[config.mk]
export PLATFORM = sky130hd
export DESIGN_NAME = seq_divider
export DESIGN_NICKNAME = d
export VERILOG_FILES = /design/src/rtl/seq_divider.sv
export SDC_FILE = /design/constraint.sdc
export NUM_CORES = 1
export LEC_CHECK = 0
export CAP_MARGIN = 40
export CORE_AREA = 3 3 104 76
export CTS_BUF_LIST = sky130_fd_sc_hd__clkbuf_8
export DETAILED_ROUTE_END_ITERATION = 8
export DIE_AREA = 0 0 107 79
export PLACE_DENSITY = 0.69
export REMOVE_ABC_BUFFERS = 1
export SYNTH_ARGS = -nofsm -noshare
export SYNTH_HDL_FRONTEND = slang
export SYNTH_SLANG_ARGS = --single-unit
export TNS_END_PERCENT = 30
[constraint.sdc]
create_clock -name clk -period 5.3 [get_ports clk]
set_input_delay 0.53 -clock clk [delete_from_list [all_inputs] [get_ports clk]]
set_output_delay 0.53 -clock clk [all_outputs]
set_load 0.05 [all_outputs]
[src/rtl/seq_divider.sv]
// Multi-cycle restoring divider: one quotient bit per clock, ready/start/done handshake.
// Define SEQ_DIVIDER_SIGNED_EN to add the signed_op port for two's-complement operands.
module seq_divider #(
    parameter int unsigned DVND_W = 16,
    parameter int unsigned DVSR_W = 8
) (
    input  logic              clk,
    input  logic              reset,
    input  logic              start,
    input  logic [DVND_W-1:0] dvnd,
    input  logic [DVSR_W-1:0] dvsr,
`ifdef SEQ_DIVIDER_SIGNED_EN
    input  logic              signed_op,
`endif
    output logic              ready,
    output logic              done,
    output logic              dbz,
    output logic [DVND_W-1:0] quotient,
    output logic [DVSR_W-1:0] remainder
);

    localparam int unsigned IDX_W = (DVND_W > 1) ? $clog2(DVND_W) : 1;

    typedef enum logic [1:0] {
        S_IDLE,
        S_CALC,
        S_DONE
    } state_t;

    state_t              state_q;
    logic [IDX_W-1:0]    idx_q;
    logic [DVND_W-1:0]   work_q;
    logic [DVSR_W-1:0]   rem_q;
    logic [DVSR_W-1:0]   dvsr_q;
    logic                neg_quo_q;
    logic                neg_rem_q;
    logic                ready_q;
    logic                done_q;
    logic                dbz_q;
    logic [DVND_W-1:0]   quotient_q;
    logic [DVSR_W-1:0]   remainder_q;

    logic                dvnd_neg_c;
    logic                dvsr_neg_c;
    logic [DVND_W-1:0]   dvnd_mag_c;
    logic [DVSR_W-1:0]   dvsr_mag_c;

    logic [DVSR_W:0]     shift_c;
    logic                ge_c;
    logic [DVSR_W-1:0]   rem_d;
    logic [DVND_W-1:0]   work_d;
    logic [DVND_W-1:0]   quo_fix_c;
    logic [DVSR_W-1:0]   rem_fix_c;

`ifdef SEQ_DIVIDER_SIGNED_EN
    assign dvnd_neg_c = signed_op & dvnd[DVND_W-1];
    assign dvsr_neg_c = signed_op & dvsr[DVSR_W-1];
`else
    assign dvnd_neg_c = 1'b0;
    assign dvsr_neg_c = 1'b0;
`endif

    // Operand magnitudes; the most-negative value maps onto itself and is read as unsigned.
    assign dvnd_mag_c = dvnd_neg_c ? DVND_W'(-dvnd) : dvnd;
    assign dvsr_mag_c = dvsr_neg_c ? DVSR_W'(-dvsr) : dvsr;

    // One restoring step on the DVSR_W+1 bit partial remainder.
    always_comb begin
        shift_c   = {rem_q, work_q[DVND_W-1]};
        ge_c      = (shift_c >= {1'b0, dvsr_q});
        rem_d     = ge_c ? DVSR_W'(shift_c - {1'b0, dvsr_q}) : shift_c[DVSR_W-1:0];
        work_d    = {work_q[DVND_W-2:0], ge_c};
        quo_fix_c = neg_quo_q ? DVND_W'(-work_d) : work_d;
        rem_fix_c = neg_rem_q ? DVSR_W'(-rem_d) : rem_d;
    end

    always_ff @(posedge clk) begin
        if (reset) begin
            state_q     <= S_IDLE;
            idx_q       <= '0;
            work_q      <= '0;
            rem_q       <= '0;
            dvsr_q      <= '0;
            neg_quo_q   <= 1'b0;
            neg_rem_q   <= 1'b0;
            ready_q     <= 1'b1;
            done_q      <= 1'b0;
            dbz_q       <= 1'b0;
            quotient_q  <= '0;
            remainder_q <= '0;
        end else begin
            case (state_q)
                S_IDLE: begin
                    done_q <= 1'b0;
                    if (start) begin
                        ready_q   <= 1'b0;
                        work_q    <= dvnd_mag_c;
                        dvsr_q    <= dvsr_mag_c;
                        neg_quo_q <= dvnd_neg_c ^ dvsr_neg_c;
                        neg_rem_q <= dvnd_neg_c;
                        rem_q     <= '0;
                        idx_q     <= IDX_W'(DVND_W - 1);
                        if (dvsr == '0) begin
                            state_q     <= S_DONE;
                            done_q      <= 1'b1;
                            dbz_q       <= 1'b1;
                            quotient_q  <= '1;
                            remainder_q <= dvnd[DVSR_W-1:0];
                        end else begin
                            state_q <= S_CALC;
                        end
                    end
                end
                S_CALC: begin
                    rem_q  <= rem_d;
                    work_q <= work_d;
                    if (idx_q == '0) begin
                        state_q     <= S_DONE;
                        done_q      <= 1'b1;
                        dbz_q       <= 1'b0;
                        quotient_q  <= quo_fix_c;
                        remainder_q <= rem_fix_c;
                    end else begin
                        idx_q <= idx_q - IDX_W'(1);
                    end
                end
                S_DONE: begin
                    state_q <= S_IDLE;
                    done_q  <= 1'b0;
                    ready_q <= 1'b1;
                end
                default: begin
                    state_q <= S_IDLE;
                    done_q  <= 1'b0;
                    ready_q <= 1'b1;
                end
            endcase
        end
    end

    assign ready     = ready_q;
    assign done      = done_q;
    assign dbz       = dbz_q;
    assign quotient  = quotient_q;
    assign remainder = remainder_q;

endmodule

== Word-level counts from Yosys, hierarchy flattened ==
Index checks and enable logic that the tools add are counted.
Storage, ports and cells
  register bits after elaboration: 65
  input port bits: 27
  output and inout bits: 27
  word-level logic and storage cells: 59
Operators by class
  add/subtract/negate cells: 2
  $lt $le $gt $ge: 1
  equal/unequal tests: 5
  multiplexer cells: 30
  bitwise operators: 1
  reduce and logical (&&, ||, !) cells: 10
Operator list (count)
  $mux W16: 4
  $pmux W16 S2: 2
  $mux W8: 5
  $pmux W8 S2: 2
  $ge A9 B8 Y1: 1
  $logic_not A8 Y1: 1
  $mux W4: 2
  $ne A2 B2 Y1 const B: 4
  $pmux W4 S2: 1
  $reduce_and A2 Y1: 4
  $sub A8 B8 Y8: 1
  $mux W1: 7
  $mux W2: 3
  $pmux W1 S2: 3
  $logic_not A4 Y1: 1
  $pmux W2 S2: 1
  $reduce_and A4 Y1: 1
  $sub A4 B1 Y4 const B: 1
  $reduce_and A3 Y1: 1
  $eq A2 B1 Y1 const B: 1
  $logic_not A2 Y1: 1
  $reduce_bool A2 Y1: 1
  $not A1 Y1: 1

== Logic depth before layout (Yosys ltp) ==
  depth after elaboration: 4
  mapped depth: 9
  gate-level depth less buffers: 9

== Worst setup path before layout ==
No wires, ideal clock.
  kind: flip-flop to flip-flop
  start point: register work_q[15]
  end point: register remainder_q[6] (netlist: remainder[6])
  library setup time: 59 ps
  data arrival time: 2027 ps
  required time: 5241 ps
  path slack: 3214 ps
  cell stages (with the launch flop): 10
  path buffers: 0
  cell sequence: dfxtp_1 inv_1 ha_1 fa_1 nand2b_1 a211oi_1 o21a_1 nor3_1 o31ai_1 o221a_2
Between the ends
  word-level cells in the longest chain between the ends: 4
  elaborated cells between the ends (all ways): 5
  classes of those cells: 1 x add/sub; 1 x order compare; 3 x mux
RTL lines
  start, declared: RTL line 32  | logic [DVND_W-1:0] work_q;
  start signal, assigned: RTL line 97  | work_q <= dvnd_mag_c;
  start signal, assigned: RTL line 116  | work_q <= work_d;
  $sub A8 B8 Y8 or $ge A9 B8 Y1 (tied branches): RTL line 71, 70
  $mux W8 (*): RTL line 71  | rem_d = ge_c ? DVSR_W'(shift_c - {1'b0, dvsr_q}) : shift_c[DVSR_W-1:0];
  $mux W8 (*): RTL line 117  | if (idx_q == '0) begin
  $pmux W8 S2 (*): RTL line 92  | case (state_q)
  end signal, assigned: RTL line 108  | remainder_q <= dvnd[DVSR_W-1:0];
  end signal, assigned: RTL line 122  | remainder_q <= rem_fix_c;
  end, declared: RTL line 41  | logic [DVSR_W-1:0] remainder_q;
Mark *: on every way between the ends. The rest lies on a longest branch, timed or not. The select of a mux whose other input is x is not followed.
A chain may end at the register's enable or synchronous reset.

== Worst setup path in the final report ==
  start point: input dvsr[7]
  end point: register quotient_q[12] (netlist: quotient[12])
Between the ends
  word-level cells in the longest chain between the ends: 3
RTL lines
  start, declared: RTL line 11  | input logic [DVSR_W-1:0] dvsr,
  $logic_not A8 Y1: RTL line 103  | if (dvsr == '0) begin
  $ne A2 B2 Y1 (no line)
  $reduce_and A4 Y1 (no line)
  end signal, assigned: RTL line 121  | quotient_q <= quo_fix_c;
  end, declared: RTL line 40  | logic [DVND_W-1:0] quotient_q;
No other way between the ends.

==> results.py <==
metrics = {
    "outcome": {
        "outcome": "finished clean",
    },
    "clocking": {
        "htree_levels": 3,
        "clk_latency_ns": 0.34,
        "path_clk_slew_ns": 0.07,
        "cts_setup_buffers": 0,
        "clk_path_buf_depth": 2,
        "postCtsHoldBufs": 0,
        "cts-root-buf": "clkbuf_8",
        "cts.sinks": 65,
        "cts_resized": 0,
        "numCtsBuffers": 9,
        "cts_tree": "done",
    },
    "timing": {
        "rsz0062_at_grt": "false",
        "final.setup.worst_slack_ns": 2.71,
        "worst_pin_slew_ns": 0.649,
        "relSlewSlack": 0.566,
        "skew_ns": 0.0101,
        "fin_crit_ns": 2.59,
        "max_freq_mhz": 385,
        "hold_violations": 0,
        "fin_setup_tns_ns": 0,
        "drv_slew": 0,
        "finalSetupViolations": 0,
        "fin_crit_sh": 0.489,
    },
    "setup_path": {
        "reg2reg_depth": 8,
        "crit_buf_inv": 2,
        "cp_cell_sequence": "clkdlybuf4s50_1, nor4_4, nand2_4, a211oi_4, buf_4, nor2_1, a211oi_2",
        "cp-start-kind": "primary input",
        "path_delay_family": "buffers and inverters",
        "cp-startpoint": "dvsr[7]",
        "critPathSlowestCell": "clkdlybuf4s50_1",
        "cp.arrival_ns": 2.86,
        "crit_type": "in -> reg",
        "reg2reg_from": "dvsr_q[2]",
        "slowest_delay_ns": 0.48,
        "required_ns": 5.56,
        "worstSetupEndpointType": "flip-flop",
        "cp.depth": 7,
        "crit_fanout": 37,
    },
    "synth": {
        "synth_top_area_frac": 0.417,
        "ys_ff_latch": 65,
        "netlist_top_cells_area": "dfxtp_1 (42%), nor2_1 (8.3%), a211oi_2 (6.8%)",
        "syn-cell-area_sq_um": 3120,
        "synth-async-reset-ratio": 0,
        "synth-edff-count": 0,
        "yosys.area.top_type": "dfxtp_1",
        "yosysUniqueCellTypes": 46,
        "synth_cells": 365,
        "yosys_warnings": 0,
        "ys_seq_area_frac": 0.417,
        "ys.flop_type": "dfxtp_1",
        "avgSynthCellArea_sq_um": 8.55,
    },
    "drt": {
        "wl_per_cell_microns": 15.6,
        "num_vias": 2793,
        "antenna_left": 0,
        "drt-total-wl_microns": 7930,
        "drc": 0,
        "dr.pass1.iters": 6,
        "drt_iter0_drc": 173,
        "via_per_inst": 5.48,
    },
    "power_and_ir_drop": {
        "p_leak_uw": 0.00143,
        "p_per_area_nw_per_um2": 392,
        "ir_worst_vdd_mv": 0.160,
    },
    "min_path": {
        "whs_path_depth": 2,
        "hp-class": "reg -> reg",
        "worstHoldStart": "dvsr_q[6]",
    },
    "die": {
        "dieArea_sq_um": 8450,
        "initial_core_util": 0.456,
        "core_sq_um": 6850,
        "die_w_microns": 107,
        "io_pins": 54,
        "die-height_microns": 79,
        "rows": 25,
    },
    "final_layout": {
        "num_antenna_cells": 0,
        "nFillCells": 636,
        "layout-drive-gt1-share": 0.113,
        "final_cell_mix": "nor2_1 (69), dfxtp_1 (65), clkdlybuf4s50_1 (52)",
        "final_cell_count_no_fill": 510,
        "area_delta_synth_final_pct": 25.0,
        "fin_nets": 449,
        "final_common_cell": "nor2_1",
    },
    "grt": {
        "grt_pass1_vias": 2724,
        "grt_pass1_wl_microns": 13300,
        "antenna_found_initial": 0,
        "grt_start_max_net_pins": 38,
        "grt_use_total": 0.201,
        "grt-ovfl-total": 0,
    },
    "placed_design": {
        "dpl_worst_slack_ns": 2.35,
        "dp_hpwl_microns": 5670,
        "place_inst": 495,
        "numPortBuffers": 53,
        "gp_congestion": 0.940,
    },
    "run": {
        "cap_violations": 0,
    },
}
==> power by group <==
part / internal [uW] / switching [uW] / total, uW
Sequential: 542 / 37.2 / 579
Combinational: 181 / 316 / 498
Clock: 271 / 183 / 454
Total: 994 / 536 / 1530
==> cell type report <==
| cell class | instances | area, sq um | area share |
|---|---|---|---|
| multi-input cells | 264 | 1650 | 0.424 |
| clock buffers | 10 | 138 | 0.0353 |
| clock inverters | 5 | 72.6 | 0.0186 |
| inverters | 14 | 52.6 | 0.0135 |
| repair buffers | 58 | 567 | 0.145 |
| well taps | 94 | 118 | 0.0301 |
| flip-flops and latches | 65 | 1300 | 0.334 |
==> metrics by stage <==
stage          total power (uW)  utilization  instance area [sq um]  hold slack, ns
4_1_cts                    1540        0.569                   3900           0.462
3_3_place_gp               1070        0.537                   3680           0.446
2_1_floorplan               926            -                   3010           0.430
6_report                   1530        0.569                   3900           0.459
5_1_grt                    1620        0.569                   3900           0.485
3_5_place_dp               1080        0.539                   3690           0.453
==> worst register-to-register path: stages, from the launching register on <==
cell	delay (ns)
dfxtp_1	0.33
inv_1	0.06
ha_1	0.33
a21oi_1	0.20
o21ai_1	0.13
a311oi_2	0.39
nand2_1	0.37
a211oi_1	0.42
o221a_2	0.25
==> path summary, 6_finish.rpt <==
path / to / slack (ns)
min: dvsr_q[6] / 0.46
min reg2reg: dvsr_q[6] / 0.46
max reg2reg: remainder[1] / 2.80
max: quotient[12] / 2.71
==> synthesized netlist by cell type, types with 2 or more instances <==
cell      instances
a211oi_2         17
buf_6             3
a31oi_1           6
a21oi_1          20
dfxtp_1          65
nor4_1            7
o21ai_0          10
nor2_1           69
o21ai_1           2
a311oi_1         11
ha_1              9
nand2_1          45
a211oi_1          8
buf_2             5
a22o_1            4
nor3_1            8
o221a_2           3
nor4_4            2
nor2b_1           2
o21a_1            3
and2_1            3
nand3_1           7
nand2b_1          6
clkbuf_1         13
xor2_1            3
inv_1            14
==> sequential cells by signal (all words and copies together) (netlist names) <==
name and cells:
idx_q 4, remainder 8, dbz 1, rem_q 8, quotient 16, state_q 2, work_q 16, done 1
ready 1, dvsr_q 8
==> cells by family after synthesis <==
logic type,synth area share
AOI/OAI and AO/OA,0.246
xor gates and xnor gates,0.0112
adders and majority gates,0.0425
buffers and inverters,0.0537
DFF,0.417
muxes,0.00681
and+or+nand+nor,0.222
==> layer usage <==
| layer | vias up | wire length, microns | global-route usage |
|---|---|---|---|
| met5 | - | 0 | 0 |
| met4 | 0 | 64 | 0.0485 |
| met3 | 8 | 590 | 0.0731 |
| met2 | 95 | 3470 | 0.305 |
| met1 | 1301 | 3810 | 0.271 |
| li1 | 1389 | - | - |
No activity file was read; power rests on OpenSTA's default activity.
